[config.mk]
export PLATFORM = sky130hd
export DESIGN_NAME = sr_input_scanner
export DESIGN_NICKNAME = d
export VERILOG_FILES = /design/src/rtl/sr_input_scanner_pkg.sv /design/src/rtl/sr_input_scanner_tick_div.sv /design/src/rtl/sr_input_scanner.sv
export SDC_FILE = /design/constraint.sdc
export NUM_CORES = 1
export LEC_CHECK = 0
export CAP_MARGIN = 20
export CORE_MARGIN = 2
export CORE_UTILIZATION = 59
export DETAILED_ROUTE_END_ITERATION = 16
export PLACE_DENSITY_LB_ADDON = 0.1
export SLEW_MARGIN = 20
export SYNTH_ARGS = -nofsm -noshare
export SYNTH_HDL_FRONTEND = slang
export SYNTH_HIERARCHICAL = 1
export SYNTH_SLANG_ARGS = --single-unit
[constraint.sdc]
create_clock -name clk -period 2.72 [get_ports clk]
set_input_delay 0.544 -clock clk [delete_from_list [all_inputs] [get_ports clk]]
set_output_delay 0.544 -clock clk [all_outputs]
set_load 0.02 [all_outputs]
[src/rtl/sr_input_scanner_pkg.sv]
// Shared constants for the 74HC165 input scanner: clock default, FSM encodings
// and a constant-width helper.
package sr_input_scanner_pkg;

  localparam int DEFAULT_CLOCK = 12_000_000;
  localparam int SYNC_STAGES   = 2;

  localparam logic [2:0] ST_IDLE     = 3'd0;
  localparam logic [2:0] ST_LOAD     = 3'd1;
  localparam logic [2:0] ST_SETTLE   = 3'd2;
  localparam logic [2:0] ST_SHIFT_LO = 3'd3;
  localparam logic [2:0] ST_SHIFT_HI = 3'd4;
  localparam logic [2:0] ST_DONE     = 3'd5;

  // Smallest width able to index `value` distinct codes (0 for value <= 1).
  function automatic int clog2(input int value);
    int result;
    result = 0;
    for (int i = 0; i < 31; i++) begin
      if ((1 << i) < value) result = i + 1;
    end
    return result;
  endfunction

endpackage

[src/rtl/sr_input_scanner_tick_div.sv]
// Half-period divider for the serial clock: tick marks the last cycle of every
// HALF-cycle window, and restart realigns the window to a new FSM state.
module sr_tick_div
  import sr_input_scanner_pkg::*;
#(
  parameter int HALF = 6
) (
  input  logic clk,
  input  logic rst_n,
  input  logic restart,
  output logic tick
);

  localparam int CW = (HALF > 1) ? clog2(HALF) : 1;

  logic [CW-1:0] cnt_reg;

  assign tick = (cnt_reg == CW'(HALF - 1));

  always_ff @(posedge clk or negedge rst_n) begin
    if (!rst_n) begin
      cnt_reg <= '0;
    end else if (restart || tick) begin
      cnt_reg <= '0;
    end else begin
      cnt_reg <= cnt_reg + 1'b1;
    end
  end

endmodule

[src/rtl/sr_input_scanner.sv]
// Periodically reads a 74HC165 chain over SCK/PL_n/SER and presents a word that
// has been seen identically on STABLE_SCANS consecutive scans.
module sr_input_scanner
  import sr_input_scanner_pkg::*;
#(
  parameter int BITS         = 16,
  parameter int CLOCK        = DEFAULT_CLOCK,
  parameter int SCK_HZ       = 1_000_000,
  parameter int SCAN_HZ      = 1_000,
  parameter int STABLE_SCANS = 3
) (
  input  logic            clk,
  input  logic            rst_n,
  input  logic            sr_ser,
  output logic            sr_sck,
  output logic            sr_pl_n,
  output logic [BITS-1:0] data,
  output logic            valid,
  output logic            changed
);

  localparam int HALF   = CLOCK / (2 * SCK_HZ);
  localparam int PERIOD = CLOCK / SCAN_HZ;
  localparam int TW     = clog2(PERIOD);
  localparam int BCW    = clog2(BITS);
  localparam int SCW    = clog2(STABLE_SCANS + 1);

  logic [2:0]             state_reg;
  logic [2:0]             state_next;
  logic [TW-1:0]          timer_reg;
  logic                   pending_reg;
  logic                   load_phase_reg;
  logic [BCW-1:0]         bit_cnt_reg;
  logic [BITS-1:0]        raw_reg;
  logic [BITS-1:0]        prev_raw_reg;
  logic [BITS-1:0]        data_reg;
  logic [SCW-1:0]         stable_reg;
  logic [SCW-1:0]         stable_next;
  logic [SYNC_STAGES-1:0] ser_sync_reg;
  logic                   sck_reg;
  logic                   pl_n_reg;

  logic expire;
  logic scan_due;
  logic restart;
  logic tick;
  logic entering_load;
  logic last_bit;
  logic accept;
  logic ser_synced;

  assign expire        = (timer_reg == TW'(PERIOD - 1));
  assign scan_due      = pending_reg || expire;
  assign restart       = (state_next != state_reg);
  assign entering_load = (state_next == ST_LOAD) && (state_reg != ST_LOAD);
  assign last_bit      = (bit_cnt_reg == BCW'(BITS - 1));
  assign ser_synced    = ser_sync_reg[SYNC_STAGES-1];

  sr_tick_div #(
    .HALF(HALF)
  ) u_tick_div (
    .clk    (clk),
    .rst_n  (rst_n),
    .restart(restart),
    .tick   (tick)
  );

  always_comb begin
    state_next = state_reg;
    case (state_reg)
      ST_IDLE:     if (scan_due) state_next = ST_LOAD;
      ST_LOAD:     if (tick && load_phase_reg) state_next = ST_SETTLE;
      ST_SETTLE:   if (tick) state_next = ST_SHIFT_LO;
      ST_SHIFT_LO: if (tick) state_next = ST_SHIFT_HI;
      ST_SHIFT_HI: if (tick) state_next = last_bit ? ST_DONE : ST_SHIFT_LO;
      // A timer expiry seen during the scan starts the next one straight away.
      ST_DONE:     state_next = scan_due ? ST_LOAD : ST_IDLE;
      default:     state_next = ST_IDLE;
    endcase
  end

  // Length of the current run of identical raw scans, saturating at STABLE_SCANS.
  always_comb begin
    stable_next = stable_reg;
    if (raw_reg != prev_raw_reg) begin
      stable_next = SCW'(1);
    end else if (stable_reg != SCW'(STABLE_SCANS)) begin
      stable_next = stable_reg + 1'b1;
    end
  end

  assign accept = (stable_next == SCW'(STABLE_SCANS)) && (raw_reg != data_reg);

  always_ff @(posedge clk or negedge rst_n) begin
    if (!rst_n) begin
      state_reg      <= ST_IDLE;
      timer_reg      <= '0;
      pending_reg    <= 1'b0;
      load_phase_reg <= 1'b0;
      bit_cnt_reg    <= '0;
      raw_reg        <= '0;
      prev_raw_reg   <= '0;
      data_reg       <= '0;
      stable_reg     <= '0;
      ser_sync_reg   <= '0;
      sck_reg        <= 1'b0;
      pl_n_reg       <= 1'b1;
    end else begin
      state_reg    <= state_next;
      timer_reg    <= expire ? '0 : timer_reg + 1'b1;
      ser_sync_reg <= {ser_sync_reg[SYNC_STAGES-2:0], sr_ser};
      // Pins are registered from the next state so they switch glitch-free with it.
      sck_reg      <= (state_next == ST_SHIFT_HI);
      pl_n_reg     <= (state_next != ST_LOAD);

      if (entering_load) begin
        pending_reg <= 1'b0;
      end else if (expire) begin
        pending_reg <= 1'b1;
      end

      if (restart) begin
        load_phase_reg <= 1'b0;
      end else if (state_reg == ST_LOAD && tick) begin
        load_phase_reg <= 1'b1;
      end

      if (entering_load) begin
        bit_cnt_reg <= '0;
      end else if (state_reg == ST_SHIFT_HI && tick) begin
        bit_cnt_reg <= bit_cnt_reg + 1'b1;
      end

      if (state_reg == ST_SHIFT_LO && tick) begin
        raw_reg <= {raw_reg[BITS-2:0], ser_synced};
      end

      if (state_reg == ST_DONE) begin
        prev_raw_reg <= raw_reg;
        stable_reg   <= stable_next;
        if (accept) data_reg <= raw_reg;
      end
    end
  end

  assign sr_sck  = sck_reg;
  assign sr_pl_n = pl_n_reg;
  assign data    = data_reg;
  assign valid   = (state_reg == ST_DONE);
  assign changed = (state_reg == ST_DONE) && accept;

endmodule

Word-level counts from Yosys, hierarchy flattened
Index checks and enable logic that the tools add are counted.
{ "classes": {"n_addsub": 4, "eq_ne": 17, "mux": 18, "n_reduce_logical": 14} }
{ "ops": {"columns": ["operator", "n"], "rows": [
  ["$ne 16x16->1", 2],
  ["$mux 3", 7],
  ["$pmux 3 s6", 1],
  ["$add 14x1->14 const B", 1],
  ["$eq 14x14->1 const B", 1],
  ["$mux 14", 1],
  ["$eq 3x3->1 const B", 4],
  ["$mux 4", 2],
  ["$logic_and 1x1->1", 7],
  ["$eq 3x1->1 const B", 2],
  ["$eq 3x2->1 const B", 2],
  ["$ne 3x1->1 const B", 2],
  ["$reduce_bool 2->1", 3],
  ["$mux 1", 5],
  ["$add 4x1->4 const B", 1],
  ["$eq 4x4->1 const B", 1],
  ["$mux 2", 2],
  ["$add 3x1->3 const B", 1],
  ["$logic_not 3->1", 1],
  ["$ne 3x3->1", 1],
  ["$add 2x1->2 const B", 1],
  ["$eq 2x2->1 const B", 1],
  ["$logic_or 1x1->1", 2],
  ["$ne 2x2->1 const B", 1],
  ["$reduce_and 2->1", 1]
]} }
{ "totals": {"ff_bits": 80, "input_bits": 3, "out_inout_bits": 20, "wordCells": 66} }

Logic depth before layout (Yosys ltp)
Gate-level depths: netlist (run 1).
{ "logic_depth": {"ltp_word": 7, "ltp_mapped": 10, "mapped_depth_nobuf": 10} }

Hierarchy
Netlist (run 1), hierarchy kept.
{ "modules_own_cells": {"columns": ["mod", "instances", "cells_per_inst", "area_per_inst_um2", "seq_area_each_um2"], "rows": [
  ["sr_input_scanner", 1, 278, 3565.9, 1928.1],
  ["sr_tick_div", 1, 13, 145.1, 75.1]
]} }

Least setup slack after synthesis (run 1)
Ideal clock, no wire load.
{ "synth_path": {"kind": "flip-flop to output port", "start": "register raw_reg[10]", "end": "output port changed", "arrival_ns": 1.592, "t_required_ns": 2.176, "path_slack_ns": 0.584, "stages_incl_launch_ff": 5, "n_path_buf": 0, "cell_sequence": "dfrtp_1 xor2_1 nor4_2 nand4_2 nor3_1"} }
{ "synth_between": {"elab_chain_len": 5, "elab_cells_between_ends": 6, "cone_classes": "3 x eq/ne; 1 x mux; 2 x reduce/logical"} }
{ "synth_lines": {"columns": ["item", "line", "source"], "rows": [
  ["start, declared", "sr_input_scanner.sv:34", "logic [BITS-1:0] raw_reg;"],
  ["start signal, assigned", "sr_input_scanner.sv:135", "raw_reg <= {raw_reg[BITS-2:0], ser_synced};"],
  ["$ne 16x16->1", "sr_input_scanner.sv:85", "if (raw_reg != prev_raw_reg) begin"],
  ["$mux 2", "sr_input_scanner.sv:85", null],
  ["$eq 2x2->1", "sr_input_scanner.sv:92", "assign accept = (stable_next == SCW'(STABLE_SCANS)) && (raw_reg != data_reg);"],
  ["$logic_and 1x1->1 *", "sr_input_scanner.sv:92", null],
  ["$logic_and 1x1->1 *", "sr_input_scanner.sv:150", "assign changed = (state_reg == ST_DONE) && accept;"],
  ["end, declared", "sr_input_scanner.sv:19", "output logic changed"]
]} }
Every way passes the cells marked *; elsewhere a longest branch is shown, timed or not.

Worst setup path in the final report (run 1)
{ "layout_path": {"start": "register raw_reg[14]", "end": "output port changed"} }
Same word-level chain as after synthesis.

==> results_dict.tcl, run 1 <==
set metrics [dict create \
    clk_path_buf_depth 2 \
    fin_tns_setup_ns 0 \
    synth_nets 298 \
    vias 2228 \
    drtAntennaViolNets 0 \
    antenna_found_initial 0 \
    fmax_mhz 395 \
    die_area_mm2 0.00694 \
    drt_drc_violations_left 0 \
    dpl.hpwl_um 4470 \
    r2r_end "data[2]$_DFFE_PN0P_" \
    htreeDepth 3 \
    cp_max_fo 6 \
    tritoncts "yes" \
    worstHoldPathType "in2async" \
    wl_per_cell_um 15.7 \
    n_antenna_cell 0 \
    coreArea_mm2 0.00599 \
    seq_area_frac_synth_pct 54.0 \
    gp_congestion 0.770 \
    ys_ff_latch 80 \
    cts_setup_buffers 0 \
    clkTransAtPathRegs_ns 0.08 \
    drtPass1Iterations 4 \
    wirelength_um 6370 \
    p_per_area_mw_per_mm2 485 \
    port_buffers 22 \
    regToRegSetupSlack_ns 0.51 \
    cts_hold_buf 0 \
    fp-row-count 28 \
    skew_ns 0.00719 \
    layout.nets 334 \
    run_status "finished clean" \
    critPathTopFamily "simple AND/OR/NAND/NOR gates" \
    io_pins 23 \
    vias_per_cell 5.47 \
    start_kind "register" \
    fill_cells 436 \
    cp-end-kind "output pin" \
    dieHeight_um 83.3 \
    gr-usage-all-layers_pct 20.2 \
    worst_slew_margin_rel_pct 57.6 \
    drtIter0Drc 62 \
    drive_above_1_share_pct 23.8 \
    vdd_drop_max_v 0.000319 \
    synthToLayoutAreaGrowth_pct 14.4 \
    leakage_nw 2.14 \
    slowest_delay_ns 0.46 \
    syn_area_mm2 0.00371 \
    grt_overflow 0 \
    grt_start_max_net_pins 53 \
    crit_type "reg2out" \
    path_depth 5 \
    chipWidth_um 83.3 \
    cp_data_arrival_time_ns 1.99 \
    crit_buf_inv 1 \
    root_buffer "clkbuf_8" \
    finalHoldViolations 0 \
    whs_ns 0.214 \
    yosysWarnings 6 \
    period_needed_ns 2.53 \
    cts.sinks 80 \
    clock_latency_ns 0.34 \
    cp_cell_sequence "xor2_1 > nor4_2 > nand4_2 > nor3_1 > clkbuf_2" \
    setup_viol 0 \
    timing.rr.start "raw_reg[14]$_DFFE_PN0P_" \
    start_util_pct 61.9 \
    syn_avg_cell_area_um2 12.8 \
    min_period_over_period_pct 93.1 \
    tritoncts.num_buffers 9 \
    tightest_slew_ns 0.636 \
    worst_path_max_delay_cell "dfrtp_1" \
    synthCells 291 \
    synth_cell_types 43 \
    report.final.slew_viol_count 0 \
    grt_pass1_vias 2312 \
    reg2regPathDepth 7 \
    crit_required_ns 2.18 \
    maxCapViolCount 0 \
    grt_pass1_wl_um 10900 \
    rsz0062_at_grt "false" \
]
-- what timing repair did --
action / CTS / global route
endpoints found under the setup margin: 2 / 2
gates resized for setup: 2 / 4
pin swaps: 0 / 1
-- stage by stage --
stage	std cells	setup slack [ns]	area (um^2)	power, mW	util [%]
6_report	407	0.188	4250	2.06	70.9
5_1_grt	407	0.0181	4250	2.14	70.9
4_1_cts	407	0.0540	4250	2.08	70.9
3_5_place_dp	391	0.199	4060	1.24	67.7
3_3_place_gp	391	0.250	4060	1.24	67.7
2_1_floorplan	291	0.584	3710	1.21	-
-- worst max path at each step --
stage / endpoint / start / slack (ns)
2_1_floorplan: changed / raw_reg[10]$_DFFE_PN0P_ / 0.58
3_3_place_gp: changed / raw_reg[2]$_DFFE_PN0P_ / 0.25
3_5_place_dp: changed / raw_reg[2]$_DFFE_PN0P_ / 0.20
4_1_cts: valid / state_reg[1]$_DFF_PN0_ / 0.05
5_1_grt: changed / raw_reg[14]$_DFFE_PN0P_ / 0.02
6_report: changed / raw_reg[14]$_DFFE_PN0P_ / 0.19
-- layout by cell type (no fill, tap or decap), types with 6 or more instances in the layout --
cell type	Yosys	layout
nor2b_1	6	6
clkbuf_8	0	9
xnor2_1	21	21
nand2_1	9	9
mux2_1	6	6
xor2_1	27	27
a21oi_1	6	6
mux2_2	32	32
mux2_4	10	10
clkdlybuf4s50_1	0	19
nor2_1	27	27
nand4_1	8	8
dfrtp_1	79	79
buf_4	0	11
-- power by group --
part / internal, mW / switching, mW
Combinational: 0.00403 / 0.0225
Clock: 0.419 / 0.422
Sequential: 1.19 / 0.000386
-- worst register-to-register path, delay by kind of cell, from the launching register on --
family | cells | cell delay [ns]
buffers and inverters | 2 | 0.40
and+or+nand+nor | 3 | 0.71
xor gates and xnor gates | 1 | 0.20
DFF | 1 | 0.46
muxes | 1 | 0.34
-- final cells by class --
class / instances / area (um^2) / area share (%)
Sequential cell: 80 / 2000 / 47.2
Multi-Input combinational cell: 198 / 1640 / 38.6
Timing Repair Buffer: 33 / 302 / 7.10
Clock buffer: 10 / 128 / 3.01
Tap cell: 75 / 93.8 / 2.21
Clock inverter: 6 / 60.1 / 1.41
Inverter: 5 / 18.8 / 0.442
-- metal layers --
layer  wire (um)  track usage [%]
met5           0                0
met4         116             9.39
met3         134             3.78
met2        3150             32.6
met1        2980             26.4
-- Yosys cell counts, drive strengths merged --
cell type | number | area (um^2)
nor2b | 6 | 37.5
o221ai | 1 | 8.76
xor2 | 27 | 236
or3b | 3 | 26.3
buf | 4 | 33.8
nand4 | 9 | 62.6
o22ai | 1 | 6.26
o31a | 1 | 8.76
nor2 | 27 | 101
clkbuf | 4 | 15.0
nand4b | 1 | 8.76
nor4 | 6 | 86.3
nand2 | 9 | 33.8
o21ai | 2 | 10.0
and2 | 2 | 12.5
dfstp | 1 | 26.3
xnor2 | 21 | 184
mux2 | 48 | 578
a31oi | 2 | 12.5
or2 | 1 | 6.26
a21o | 1 | 7.51
inv | 5 | 18.8
o22a | 1 | 8.76
and4 | 1 | 8.76
mux2i | 1 | 10.0
nor3 | 6 | 41.3
and3 | 1 | 6.26
nand2b | 4 | 25.0
ha | 4 | 50.1
a21oi | 6 | 30.0
nand3 | 5 | 25.0
dfrtp | 79 | 1980
o21a | 1 | 7.51
-- logic make-up after synthesis --
kind of cell / share of synthesized area, %
adders and majority gates: 1.35
DFF: 54.0
xor gates and xnor gates: 11.3
buffers and inverters: 1.82
and+or+nand+nor: 13.0
AOI/OAI and AO/OA: 2.70
muxes: 15.8
Power figures use the tool's default switching activity.
==> run 2, diff against run 1 <==
Settings changed: CORE_ASPECT_RATIO set to 0.8, CTS_CLUSTER_DIAMETER set to 100.
==> results_dict.tcl, run 2 (same netlist as run 1, synthesis figures left out) <==
set metrics [dict create \
    cp-startpoint "raw_reg[2]$_DFFE_PN0P_" \
    multi_input_area_mm2 0.00164 \
    clkTransAtPathRegs_ns 0.08 \
    drtPass1Iterations 4 \
    cp-end-kind "output pin" \
    io_pins 23 \
    leakage_nw 2.16 \
    cp_data_arrival_time_ns 2.02 \
    crit_buf_inv 1 \
    synthToLayoutAreaGrowth_pct 15.5 \
    swShare_pct 20.3 \
    skew_ns 0.0139 \
    root_buffer "clkbuf_8" \
    drive_above_1_share_pct 23.0 \
    vdd_drop_max_v 0.000383 \
    fin_tns_setup_ns 0 \
    cp_cell_sequence "xor2_1 > nor4_2 > nand4_2 > nor3_1 > dlygate4sd2_1" \
    layout.nets 332 \
    crit_type "reg2out" \
    die_area_mm2 0.00694 \
    grt_start_max_net_pins 45 \
    cp_max_fo 6 \
    intPower_mw 1.74 \
    clk_path_buf_depth 2 \
    wirelength_um 6580 \
    grt_pass1_vias 2110 \
    setup_viol 0 \
    coreArea_mm2 0.00601 \
    start_util_pct 61.8 \
    tritoncts.num_buffers 9 \
    port_buffers 22 \
    switching_power_mw 0.442 \
    n_antenna_cell 0 \
    crit_required_ns 2.18 \
    p_per_area_mw_per_mm2 508 \
    vias 2207 \
    regToRegSetupSlack_ns 0.45 \
    fill_cells 451 \
    grt_pass1_wl_um 11000 \
    drtAntennaViolNets 0 \
    fp-row-count 25 \
    timing.rr.start "timer_reg[0]$_DFF_PN0_" \
    post_cts_resized 2 \
    worst_path_max_delay_cell "dfrtp_1" \
    rsz0062_at_grt "false" \
    wl_per_cell_um 16.0 \
    finalHoldViolations 0 \
    min_period_over_period_pct 94.4 \
    dieHeight_um 74.9 \
    r2r_end "u_tick_div/cnt_reg[0]$_DFF_PN0_" \
    antenna_found_initial 0 \
    chipWidth_um 92.7 \
    gr-usage-all-layers_pct 21.2 \
    worst_slew_margin_rel_pct 51.7 \
    tritoncts "yes" \
    worstHoldPathType "in2async" \
    cts.sinks 80 \
    htreeDepth 3 \
    slowest_delay_ns 0.44 \
    path_depth 5 \
    grt_overflow 0 \
    layout_common_cells "79 x dfrtp_1, 32 x mux2_2, 27 x nor2_1, 27 x xor2_1, 21 x xnor2_1" \
    pwr-share-seq_pct 54.6 \
    clock_latency_ns 0.35 \
    combPwrFrac_pct 1.3 \
    fmax_mhz 390 \
    run_status "finished clean" \
    critPathTopFamily "simple AND/OR/NAND/NOR gates" \
    clkPwrFrac_pct 44.1 \
    dpl.hpwl_um 4590 \
    cts_hold_buf 0 \
    report.final.slew_viol_count 0 \
    postPlaceCellArea_mm2 0.00406 \
    regArea_mm2 0.00200 \
    period_needed_ns 2.57 \
    drtIter0Drc 148 \
    tightest_slew_ns 0.718 \
    vias_per_cell 5.37 \
    start_kind "register" \
    reg2regPathDepth 8 \
    cts_setup_buffers 0 \
    gp_congestion 0.829 \
    design_area_mm2 0.00429 \
    maxCapViolCount 0 \
    drt_drc_violations_left 0 \
    layout_commonest_cell "dfrtp_1" \
]
run 2: cell types whose count changed in the layout (fill, tap and decap cells not counted):
cell,delta
buf_4,-3
clkinv_2,-2
buf_12,+1
bufinv_16,+1
clkbuf_2,-1
clkbuf_8,+1
dlygate4sd2_1,+1
run 2: how the worst max path moves through the flow:
| stage | end |
|---|---|
| 4_1_cts | valid |
| 3_5_place_dp | changed |
| 5_1_grt | changed |
| 2_1_floorplan | changed |
| 3_3_place_gp | changed |
| 6_report | changed |
run 2: routing by layer:
| layer | track usage, % | wire length (um) | vias to the layer above |
|---|---|---|---|
| met2 | 29.6 | 2830 | 33 |
| met1 | 33.2 | 3460 | 1110 |
| met5 | 0 | 0 | - |
| met3 | 5.71 | 277 | 2 |
| met4 | 5.39 | 8 | 0 |
| li1 | - | - | 1062 |
run 2: cell type report:
type,instances,share of cell area [%]
timing repair buffer,31,7.06
clock inverter,5,1.87
tap,81,2.36
inverter,5,0.438
sequential,80,46.7
clock buffer,11,3.30
multi-input combinational,198,38.3
run 2: power groups by stage:
stage	registers, mW	logic [mW]	clock network [mW]
floorplan	1.21	0.0000151	0
global placement	1.21	0.0296	0
detailed placement	1.21	0.0301	0
CTS	1.19	0.0299	0.984
global route	1.19	0.0334	1.03
finish	1.19	0.0277	0.960
run 2: worst register-to-register path: cells and delay by family, from the launching register on:
kind,cells,cell delay [ns]
AOI/OAI and AO/OA,3,0.54
adders and majority gates,1,0.22
DFF,1,0.39
and+or+nand+nor,4,1.03
run 2: through the flow:
| stage | hold slack [ns] | setup WS [ns] | utilization, % | power [mW] | std cells |
|---|---|---|---|---|---|
| global route | 0.223 | 0.0343 | 71.4 | 2.26 | 411 |
| finish | 0.189 | 0.153 | 71.4 | 2.18 | 411 |
| global placement | 0.359 | 0.263 | 67.6 | 1.24 | 395 |
| floorplan | 0.248 | 0.584 | - | 1.21 | 291 |
| CTS | 0.203 | 0.0178 | 71.4 | 2.20 | 411 |
| detailed placement | 0.336 | 0.226 | 67.6 | 1.24 | 395 |
